File: config.mk
export PLATFORM = sky130hd
export DESIGN_NAME = adex_tdm_scheduler_flat
export DESIGN_NICKNAME = d
export VERILOG_FILES = /design/src/rtl/adex_tdm_scheduler_if.sv /design/src/rtl/adex_tdm_scheduler.sv /design/src/flat_wrapper.sv
export SDC_FILE = /design/constraint.sdc
export NUM_CORES = 1
export LEC_CHECK = 0
export BUFFER_PORTS_ARGS = -buffer_cell sky130_fd_sc_hd__clkbuf_2
export CAP_MARGIN = 40
export CORE_UTILIZATION = 46
export CTS_CLUSTER_DIAMETER = 150
export DETAILED_ROUTE_END_ITERATION = 6
export GPL_ROUTABILITY_DRIVEN = 1
export PLACE_DENSITY = 0.66
export SLEW_MARGIN = 20
export SYNTH_ARGS = -nofsm -noshare
export SYNTH_HDL_FRONTEND = slang
export SYNTH_SLANG_ARGS = --single-unit
File: constraint.sdc
create_clock -name clk -period 6.1 [get_ports clk]
set_input_delay 0.305 -clock clk [delete_from_list [all_inputs] [get_ports clk]]
set_output_delay 0.305 -clock clk [all_outputs]
set_load 0.02 [all_outputs]
File: src/rtl/adex_tdm_scheduler_if.sv
// Handshake and operand/result bus between the TDM scheduler and the
// shared AdEx neuron update core.
interface adex_tdm_scheduler_if #(
    parameter int IDX_W = 2
);
    logic                   core_start;
    logic [IDX_W-1:0]       core_idx;
    logic signed [11:0]     core_v_out;
    logic signed [11:0]     core_w_out;
    logic                   core_done;
    logic signed [11:0]     core_v_in;
    logic signed [11:0]     core_w_in;
    logic                   core_spike;

    // Scheduler side: issues operands, receives results.
    modport master (
        output core_start, core_idx, core_v_out, core_w_out,
        input  core_done, core_v_in, core_w_in, core_spike
    );

    // Core side: receives operands, returns results.
    modport slave (
        input  core_start, core_idx, core_v_out, core_w_out,
        output core_done, core_v_in, core_w_in, core_spike
    );
endinterface

File: src/rtl/adex_tdm_scheduler.sv
// Time-division scheduler sharing one AdEx update core among N_NEURONS
// virtual neurons. Holds per-neuron V/w, paces timesteps from a
// programmable tick, runs one start/done transaction per neuron and
// collects the spike vector of each completed timestep. V/w values pass
// through bit-exact; any saturation belongs to the core.
module adex_tdm_scheduler #(
    parameter int                 N_NEURONS    = 4,
    parameter int                 IDX_W        = 2,
    parameter logic signed [11:0] V_INIT       = 12'shBF0,
    parameter logic signed [11:0] W_INIT       = 12'sh000,
    parameter int                 CORE_TIMEOUT = 64
) (
    input  logic                     clk,
    input  logic                     reset,
    input  logic                     enable,
    input  logic [7:0]               tick_period,
    input  logic                     clear_state,
    adex_tdm_scheduler_if.master     core_bus,
    output logic [N_NEURONS-1:0]     spike_vec,
    output logic                     step_valid,
    output logic [15:0]              step_count,
    output logic                     overrun,
    output logic                     timeout_err,
    input  logic [IDX_W-1:0]         rd_idx,
    output logic signed [11:0]       rd_v,
    output logic signed [11:0]       rd_w
);

    localparam int                TMO_W    = (CORE_TIMEOUT > 1) ? $clog2(CORE_TIMEOUT) : 1;
    localparam logic [TMO_W-1:0]  TMO_LAST = TMO_W'(CORE_TIMEOUT - 1);
    localparam logic [IDX_W-1:0]  IDX_LAST = IDX_W'(N_NEURONS - 1);

    typedef enum logic [2:0] {
        ST_IDLE,
        ST_ISSUE,
        ST_WAIT,
        ST_WRITE,
        ST_DONE
    } state_t;

    state_t                  state_q;
    state_t                  state_d;

    logic [7:0]              tick_cnt_q;
    logic                    tick;

    logic [IDX_W-1:0]        idx_q;
    logic [TMO_W-1:0]        tmo_q;
    logic signed [11:0]      cap_v_q;
    logic signed [11:0]      cap_w_q;
    logic                    cap_spike_q;
    logic [N_NEURONS-1:0]    acc_q;
    logic [N_NEURONS-1:0]    acc_set;

    logic signed [11:0]      v_mem [N_NEURONS];
    logic signed [11:0]      w_mem [N_NEURONS];

    logic                    start_step;
    logic                    do_clear;
    logic                    done_hit;
    logic                    tmo_hit;
    logic                    last_idx;

    // ------------------------------------------------------------------
    // Tick generation: a tick fires on the cycle the counter matches
    // tick_period; the counter is parked at 0 while disabled.
    // ------------------------------------------------------------------
    assign tick = enable && (tick_cnt_q == tick_period);

    // Tick counter: runs while enabled, wraps on a tick.
    always_ff @(posedge clk or posedge reset) begin
        if (reset) begin
            tick_cnt_q <= 8'd0;
        end else if (!enable || tick) begin
            // NOTE: sequential state is updated with non-blocking assignments
            // so every always_ff samples pre-edge values regardless of order.
            tick_cnt_q <= 8'd0;
        end else begin
            tick_cnt_q <= tick_cnt_q + 8'd1;
        end
    end

    // ------------------------------------------------------------------
    // Shared decode terms
    // ------------------------------------------------------------------
    // A clear in IDLE swallows a coincident tick without flagging overrun.
    assign do_clear   = (state_q == ST_IDLE) && clear_state;
    assign start_step = (state_q == ST_IDLE) && tick && !clear_state;
    // core_done on the expiry cycle wins over the timeout.
    assign done_hit   = (state_q == ST_WAIT) && core_bus.core_done;
    assign tmo_hit    = (state_q == ST_WAIT) && !core_bus.core_done && (tmo_q == TMO_LAST);
    assign last_idx   = (idx_q == IDX_LAST);

    // ------------------------------------------------------------------
    // FSM
    // ------------------------------------------------------------------
    // State register.
    always_ff @(posedge clk or posedge reset) begin
        if (reset) begin
            state_q <= ST_IDLE;
        end else begin
            state_q <= state_d;
        end
    end

    // Next-state logic.
    always_comb begin
        // NOTE: every output of a combinational block gets a default first,
        // so no path leaves it unassigned and no latch is inferred.
        state_d = state_q;
        unique case (state_q)
            ST_IDLE:  if (start_step)           state_d = ST_ISSUE;
            ST_ISSUE:                           state_d = ST_WAIT;
            ST_WAIT:  if (done_hit || tmo_hit)  state_d = ST_WRITE;
            ST_WRITE: state_d = last_idx ? ST_DONE : ST_ISSUE;
            ST_DONE:                            state_d = ST_IDLE;
            default:                            state_d = ST_IDLE;
        endcase
    end

    // Accumulator as it will stand once the current WRITE has landed;
    // used to publish the final spike vector in the same edge.
    always_comb begin
        acc_set        = acc_q;
        acc_set[idx_q] = cap_spike_q;
    end

    // ------------------------------------------------------------------
    // Datapath and status registers
    // ------------------------------------------------------------------
    // Per-neuron sequencing, result capture, spike accumulation and flags.
    always_ff @(posedge clk or posedge reset) begin
        if (reset) begin
            idx_q       <= '0;
            tmo_q       <= '0;
            cap_v_q     <= '0;
            cap_w_q     <= '0;
            cap_spike_q <= 1'b0;
            acc_q       <= '0;
            spike_vec   <= '0;
            step_count  <= 16'd0;
            overrun     <= 1'b0;
            timeout_err <= 1'b0;
        end else begin
            // A tick that finds the scheduler busy is dropped and flagged.
            if (tick && (state_q != ST_IDLE)) begin
                overrun <= 1'b1;
            end

            case (state_q)
                ST_IDLE: begin
                    if (start_step) begin
                        idx_q <= '0;
                        acc_q <= '0;
                    end
                end
                ST_ISSUE: begin
                    tmo_q <= '0;
                end
                ST_WAIT: begin
                    if (done_hit) begin
                        cap_v_q     <= core_bus.core_v_in;
                        cap_w_q     <= core_bus.core_w_in;
                        cap_spike_q <= core_bus.core_spike;
                    end else if (tmo_hit) begin
                        // Abandon this neuron: write back its old state, no spike.
                        cap_v_q     <= v_mem[idx_q];
                        cap_w_q     <= w_mem[idx_q];
                        cap_spike_q <= 1'b0;
                        timeout_err <= 1'b1;
                    end else begin
                        tmo_q <= tmo_q + TMO_W'(1);
                    end
                end
                ST_WRITE: begin
                    acc_q <= acc_set;
                    if (last_idx) begin
                        spike_vec  <= acc_set;
                        step_count <= step_count + 16'd1;
                    end else begin
                        idx_q <= idx_q + IDX_W'(1);
                    end
                end
                default: ;
            endcase
        end
    end

    // Register file: reset/clear to the init values, write-back in WRITE.
    always_ff @(posedge clk or posedge reset) begin
        if (reset) begin
            // NOTE: this small register file is part of the architectural
            // state and must come out of reset at V_INIT/W_INIT, so unlike a
            // RAM it is reset explicitly.
            for (int i = 0; i < N_NEURONS; i++) begin
                v_mem[i] <= V_INIT;
                w_mem[i] <= W_INIT;
            end
        end else if (do_clear) begin
            for (int i = 0; i < N_NEURONS; i++) begin
                v_mem[i] <= V_INIT;
                w_mem[i] <= W_INIT;
            end
        end else if (state_q == ST_WRITE) begin
            v_mem[idx_q] <= cap_v_q;
            w_mem[idx_q] <= cap_w_q;
        end
    end

    // Observation read port; out-of-range indices read the init values.
    always_comb begin
        rd_v = V_INIT;
        rd_w = W_INIT;
        if (int'(rd_idx) < N_NEURONS) begin
            rd_v = v_mem[rd_idx];
            rd_w = w_mem[rd_idx];
        end
    end

    // ------------------------------------------------------------------
    // Core-facing outputs: operands track idx and the register file, and
    // stay stable from ISSUE through WRITE because nothing writes entry
    // idx before then.
    // ------------------------------------------------------------------
    assign core_bus.core_start = (state_q == ST_ISSUE);
    assign core_bus.core_idx   = idx_q;
    assign core_bus.core_v_out = v_mem[idx_q];
    assign core_bus.core_w_out = w_mem[idx_q];

    assign step_valid = (state_q == ST_DONE);

endmodule

File: src/flat_wrapper.sv
// flat-port wrapper written by rule: the top's interface ports become plain ports
module adex_tdm_scheduler_flat 
#(
    parameter int                 N_NEURONS    = 4,
    parameter int                 IDX_W        = 2,
    parameter logic signed [11:0] V_INIT       = 12'shBF0,
    parameter logic signed [11:0] W_INIT       = 12'sh000,
    parameter int                 CORE_TIMEOUT = 64
)
  (clk, reset, enable, tick_period, clear_state, spike_vec, step_valid, step_count, overrun, timeout_err, rd_idx, rd_v, rd_w, core_bus_core_start, core_bus_core_idx, core_bus_core_v_out, core_bus_core_w_out, core_bus_core_done, core_bus_core_v_in, core_bus_core_w_in, core_bus_core_spike);
  adex_tdm_scheduler_if #(.IDX_W(IDX_W)) core_bus_i ();
  input  logic clk;
  input  logic reset;
  input  logic enable;
  input  logic [7:0] tick_period;
  input  logic clear_state;
  output logic [N_NEURONS-1:0] spike_vec;
  output logic step_valid;
  output logic [15:0] step_count;
  output logic overrun;
  output logic timeout_err;
  input  logic [IDX_W-1:0] rd_idx;
  output logic signed [11:0] rd_v;
  output logic signed [11:0] rd_w;
  output wire logic [$bits(core_bus_i.core_start)-1:0] core_bus_core_start;
  output wire logic [$bits(core_bus_i.core_idx)-1:0] core_bus_core_idx;
  output wire logic [$bits(core_bus_i.core_v_out)-1:0] core_bus_core_v_out;
  output wire logic [$bits(core_bus_i.core_w_out)-1:0] core_bus_core_w_out;
  input wire logic [$bits(core_bus_i.core_done)-1:0] core_bus_core_done;
  input wire logic [$bits(core_bus_i.core_v_in)-1:0] core_bus_core_v_in;
  input wire logic [$bits(core_bus_i.core_w_in)-1:0] core_bus_core_w_in;
  input wire logic [$bits(core_bus_i.core_spike)-1:0] core_bus_core_spike;
  assign core_bus_core_start = core_bus_i.core_start;
  assign core_bus_core_idx = core_bus_i.core_idx;
  assign core_bus_core_v_out = core_bus_i.core_v_out;
  assign core_bus_core_w_out = core_bus_i.core_w_out;
  assign core_bus_i.core_done = core_bus_core_done;
  assign core_bus_i.core_v_in = core_bus_core_v_in;
  assign core_bus_i.core_w_in = core_bus_core_w_in;
  assign core_bus_i.core_spike = core_bus_core_spike;
  adex_tdm_scheduler #(.N_NEURONS(N_NEURONS), .IDX_W(IDX_W), .V_INIT(V_INIT), .W_INIT(W_INIT), .CORE_TIMEOUT(CORE_TIMEOUT)) u_core (.clk(clk), .reset(reset), .enable(enable), .tick_period(tick_period), .clear_state(clear_state), .core_bus(core_bus_i), .spike_vec(spike_vec), .step_valid(step_valid), .step_count(step_count), .overrun(overrun), .timeout_err(timeout_err), .rd_idx(rd_idx), .rd_v(rd_v), .rd_w(rd_w));
endmodule
After elaboration in Yosys (flattened, before gate mapping)
Cells that the tools add are included.
- logic and storage cells: 114
- memories: 0
- input bits: 40
- bits in latches: 0
- bits in read-only memories: 0
- register bits after elaboration: 166
- bits in writable memories: 0
- output and inout bits: 74
- bitwise operators: 3
- muxes and demuxes: 42
- eq/ne operators: 12
- reductions and logical operators: 28
- div/mod/pow operators: 0
- multipliers: 0
- order comparisons: 5
- shift-type cells: 0
- add/sub/neg operators: 4
- operator list (kind ; count):
    $mux 48 ; 4
    $mux 12 ; 13
    $bmux 12 s2 ; 4
    $bwmux 48 ; 2
    $demux 12 s2 ; 1
    $add 16x1->16 const B ; 1
    $mux 6 ; 2
    $pmux 3 s4 ; 1
    $pmux 6 s2 ; 1
    $logic_and 1x1->1 ; 10
    $mux 3 ; 3
    $reduce_and 3->1 ; 3
    $add 8x1->8 const B ; 1
    $eq 8x8->1 ; 1
    $mux 8 ; 1
    $ne 2x2->1 const B ; 4
    $pmux 4 s2 ; 1
    $reduce_and 2->1 ; 4
    $reduce_bool 2->1 ; 4
    $add 6x1->6 const B ; 1
    $eq 3x2->1 const B ; 2
    $eq 6x6->1 const B ; 1
    $ge 3x3->1 const B ; 2
    $not 2->3 ; 2
    19 further kinds ; 25

Logic depth before layout (Yosys ltp)
- word-level depth: 8
- gate-level depth with buffers: 9
- mapped depth without buffers: 5

Worst setup path after synthesis
Ideal clock, no wire load.
- path kind: flip-flop to flip-flop
- from: register u_core.idx_q[1] (netlist: u_core.core_bus.core_idx[1])
- to: register u_core.v_mem[24] in the netlist's numbering
- setup time: 65 ps
- buffers on the path: 4
- period minus slack after synthesis: 2253 ps
- setup slack: 3847 ps
- data required time: 6035 ps
- stages on the path, launching flop included: 10
- arrival time: 2188 ps
- cell sequence: dfrtp_1 > clkbuf_1 > clkbuf_1 > inv_1 > ha_1 > and2_0 > buf_2 > nor2_4 > buf_2 > a22o_1
- longest elaborated chain between the ends: 8
- elaborated cells on any way between the ends: 9
- those cells by class: order compare: 2; mux: 5; bitwise: 1; reduce/logical: 1
- ends and longest elaborated chain (item ; RTL line ; RTL):
    start: declaration ; adex_tdm_scheduler.sv:47 ; logic [IDX_W-1:0] idx_q;
    start signal: assignment ; adex_tdm_scheduler.sv:181 ; idx_q <= idx_q + IDX_W'(1);
    $not 2->3 (implied by the code) (*) ; adex_tdm_scheduler.sv:205 ; v_mem[idx_q] <= cap_v_q;
    $ge 3x3->1 (implied by the code) or $lt 3x1->1 (tied branches) ; adex_tdm_scheduler.sv:205 ;
    $logic_and 1x1->1 (implied by the code) ; adex_tdm_scheduler.sv:205 ;
    $mux 12 (implied by the code) ; adex_tdm_scheduler.sv:205 ;
    $demux 12 s2 (*) ; adex_tdm_scheduler.sv:205 ;
    $bwmux 48 (*) ; adex_tdm_scheduler.sv:205 ;
    $mux 48 (*) ; adex_tdm_scheduler.sv:204 ; end else if (state_q == ST_WRITE) begin
    $mux 48 (*) ; adex_tdm_scheduler.sv:199 ; end else if (do_clear) begin
    end signal: indexed assignment ; adex_tdm_scheduler.sv:205 ;
    end: declaration ; adex_tdm_scheduler.sv:55 ; logic signed [11:0] v_mem [N_NEURONS];
Mark *: on every way between the ends. The rest lies on a longest branch, timed or not. The select of a mux whose other input is x is not followed.
A chain may end at the register's enable or synchronous reset.

Final worst setup path
- from: register u_core.idx_q[0] (netlist: u_core.core_bus.core_idx[0])
- to: register u_core.step_count[12]
- longest elaborated chain between the ends: 2
- ends and longest elaborated chain (item ; RTL line ; RTL):
    $eq 2x2->1 ; adex_tdm_scheduler.sv:92 ; assign last_idx = (idx_q == IDX_LAST);
    $reduce_and 2->1 (no line) ; n/a ;
    end signal: assignment ; adex_tdm_scheduler.sv:179 ; step_count <= step_count + 16'd1;
    end: declaration ; adex_tdm_scheduler.sv:21 ; output logic [15:0] step_count,
Every way passes these cells.

==> metrics.txt <==
status finished, final reports clean; CTS max path bufs 2; endpoints failing hold 0; distinct cell type count after synthesis 49; worst path bufs/invs 2; Seq pwr share 0.429; Critical Path RT 6.44 ns; Post-Syn Nets 675; Worst-path clk slew 0.06 ns; pin count of the biggest net entering global routing 71; GRT Total Usage 0.248; hold path start core_bus_core_spike; yosys warns 0; VDD IR-drop max 256 uV; Pwr Total 3.82 mW; CP endpoint kind flop; setup tns final 0 ns; Max Cap Viol 0; Skew-Pair Late Insertion Delay 0.43 ns; Final Skew 0.0110 ns; Wirelength per Cell 21.6 um; Port Buf Inserts 113; Die Y 133 um; die extent in x 133 um; most frequent cells in the layout 136 x dfrtp_1, 113 x clkbuf_2, 86 x nand2_1, 51 x a22o_1, 48 x mux4_2; register area share after synthesis 0.526; worst r2r src u_core.core_bus.core_idx[0]$_DFFE_PP0P_; Clk network pwr share 0.270; final-stage net count 777; DIE AREA 17,700 um^2; crit path kind reg2reg; Arr. time, crit path 3.64 ns; largest stage delay on the critical path 0.69 ns; gpl congestion 0.812; RSZ-0062 raised after global routing no; antenna violations before repair 0; Relative slew margins 0.449; Slew Limit Fails 0; Post-DP HPWL 13.7 mm; initial DRC count 362; CTS buffer count 17; Max H-tree Level 4; Psw 1.42 mW; antenna violation net count after detailed routing 0; Comb pwr share 0.301; CTS tree built; number of top-level pins 114; Int Power 2.40 mW; DRT Pass-1 Iters 5; core area 16,700 um^2; Final min period 3.30 ns; WHS 0.153 ns; Sw Ratio 0.371; Placed Cells 929; ANT cells 0; Setup-failing EPs final 0; vias in the first global route 6,269; CP Launch Type flop; drt via density 6.12; Crit-path slowest cell dfrtp_2; most common cell after layout, fill and taps aside dfrtp_1; Residual DRC 0; Layout area overhead 18.1%; Peak Freq 303 MHz; vias 5,896; area leader, netlist dfrtp_1; share of layout cells above drive strength 1 0.332; synthesized cell area 7920 um^2; Post-CTS Setup Bufs 0; row cnt 47; CP delay by family, top simple AND/OR/NAND/NOR gates; CP Launch Point u_core.core_bus.core_idx[0]$_DFFE_PP0P_; global-route wire length before repair 34.1 mm; initial core utilization 0.474; Root Driver clkbuf_16; clock sinks 165; crit-path max FO 23; non-filler cells, final 963; synthesized instance count 628; Cell Chain, Critical Path buf_12 > ha_1 > nand4b_1 > buf_4 > or4_1 > nor2_1 > xor2_1; PD cells 409 nW/um^2; Synth Area per Inst 12.6 um^2; class of the worst hold path in2reg; worst slew pin tran 0.827 ns; Yosys reg bits 165; Leak Pwr 4.37 nW; post-synth top area share 0.433; Final period util 0.541; total congestion overflow 0; Total Routed Length 20.8 mm; ranking of synthesized cells by area dfrtp_1 43%, mux4_2 14%, dfstp_2 9.3%
[cells in the mapped netlist, drive strengths merged]
| cell type | count |
|---|---|
| and3b | 1 |
| nor2b | 3 |
| a311oi | 2 |
| a21oi | 2 |
| buf | 23 |
| or3 | 1 |
| inv | 10 |
| nand3b | 1 |
| mux4 | 48 |
| xor2 | 10 |
| and2 | 4 |
| and3 | 32 |
| o41ai | 1 |
| nor3b | 2 |
| or2 | 2 |
| ha | 7 |
| nor4 | 2 |
| nand4 | 7 |
| nand3 | 27 |
| nand4b | 1 |
| o22a | 21 |
| a32o | 1 |
| or4 | 1 |
| nor3 | 4 |
| o311ai | 1 |
| o21a | 1 |
| dfrtp | 137 |
| a22o | 51 |
| o211ai | 1 |
| or3b | 1 |
| clkbuf | 22 |
| nor2 | 17 |
| dfstp | 28 |
| nand2 | 86 |
| nand2b | 2 |
| o21ai | 19 |
| xnor2 | 19 |
| mux2i | 5 |
| a31oi | 1 |
| a221o | 24 |
[through the flow]
stage          setup WS (ns)  utilization  cell area (um^2)
2_1_floorplan           1.38            -              7920
3_3_place_gp            2.47        0.516              8610
3_5_place_dp            2.81        0.523              8740
4_1_cts                 2.78        0.558              9320
5_1_grt                 2.50        0.560              9350
6_report                2.80        0.560              9350
[sequential cells by signal, indices dropped and copies added, names as in the netlist, 2 cells and up]
name                      flops
u_core.acc_q                  3
u_core.cap_v_q               12
u_core.cap_w_q               12
u_core.core_bus.core_idx      2
u_core.spike_vec              4
u_core.state_q                3
u_core.step_count            16
u_core.tick_cnt_q             8
u_core.tmo_q                  6
u_core.v_mem                 48
u_core.w_mem                 48
[repair_timing]
action	CTS	global route
endpoints found under the hold margin	12	0
hold buffers	1	0
gates resized for setup	0	0
[layout make-up]
cell class,count,area [um^2]
fill,1392,7350
sequential,165,4170
multi-input combinational,408,3510
timing repair buffer,128,788
clock buffer,18,439
tap,220,275
clock inverter,14,128
inverter,10,42.5
[cell families after synthesis]
family	after synthesis	share of synthesized area
AOI/OAI and AO/OA	125	0.134
xor gates and xnor gates	29	0.0321
adders and majority gates	7	0.0111
buffers and inverters	55	0.0311
DFF	165	0.526
muxes	53	0.143
and+or+nand+nor	194	0.122
[power by group through the flow]
stage               combinational [mW]  sequential (mW)  clock [mW]
finish                            1.15             1.64        1.03
floorplan                        0.827             1.56           0
global placement                  1.06             1.65           0
global route                      1.25             1.67        1.08
CTS                               1.15             1.63        1.05
detailed placement                1.15             1.64           0
[layer usage]
metal | global-route usage | wire length [um]
met5 | 0 | 0
met4 | 0.0890 | 403
met2 | 0.408 | 10300
met1 | 0.326 | 8890
met3 | 0.0537 | 1150
[final timing paths]
check,end,cells after the start,slack [ns]
worst max-delay path,u_core.step_count[12]$_DFFE_PP0P_,7,2.80
max in group asynchronous,u_core.tmo_q[3]$_DFFE_PP0P_,5,4.90
worst max register to register,u_core.step_count[12]$_DFFE_PP0P_,7,2.80
worst min register to register,u_core.step_count[15]$_DFFE_PP0P_,1,0.47
worst min-delay path,u_core.cap_spike_q$_DFFE_PP0P_,2,0.15
min in group asynchronous,u_core.tick_cnt_q[7]$_DFF_PP0_,3,0.39
No activity file was read; power rests on OpenSTA's default activity.
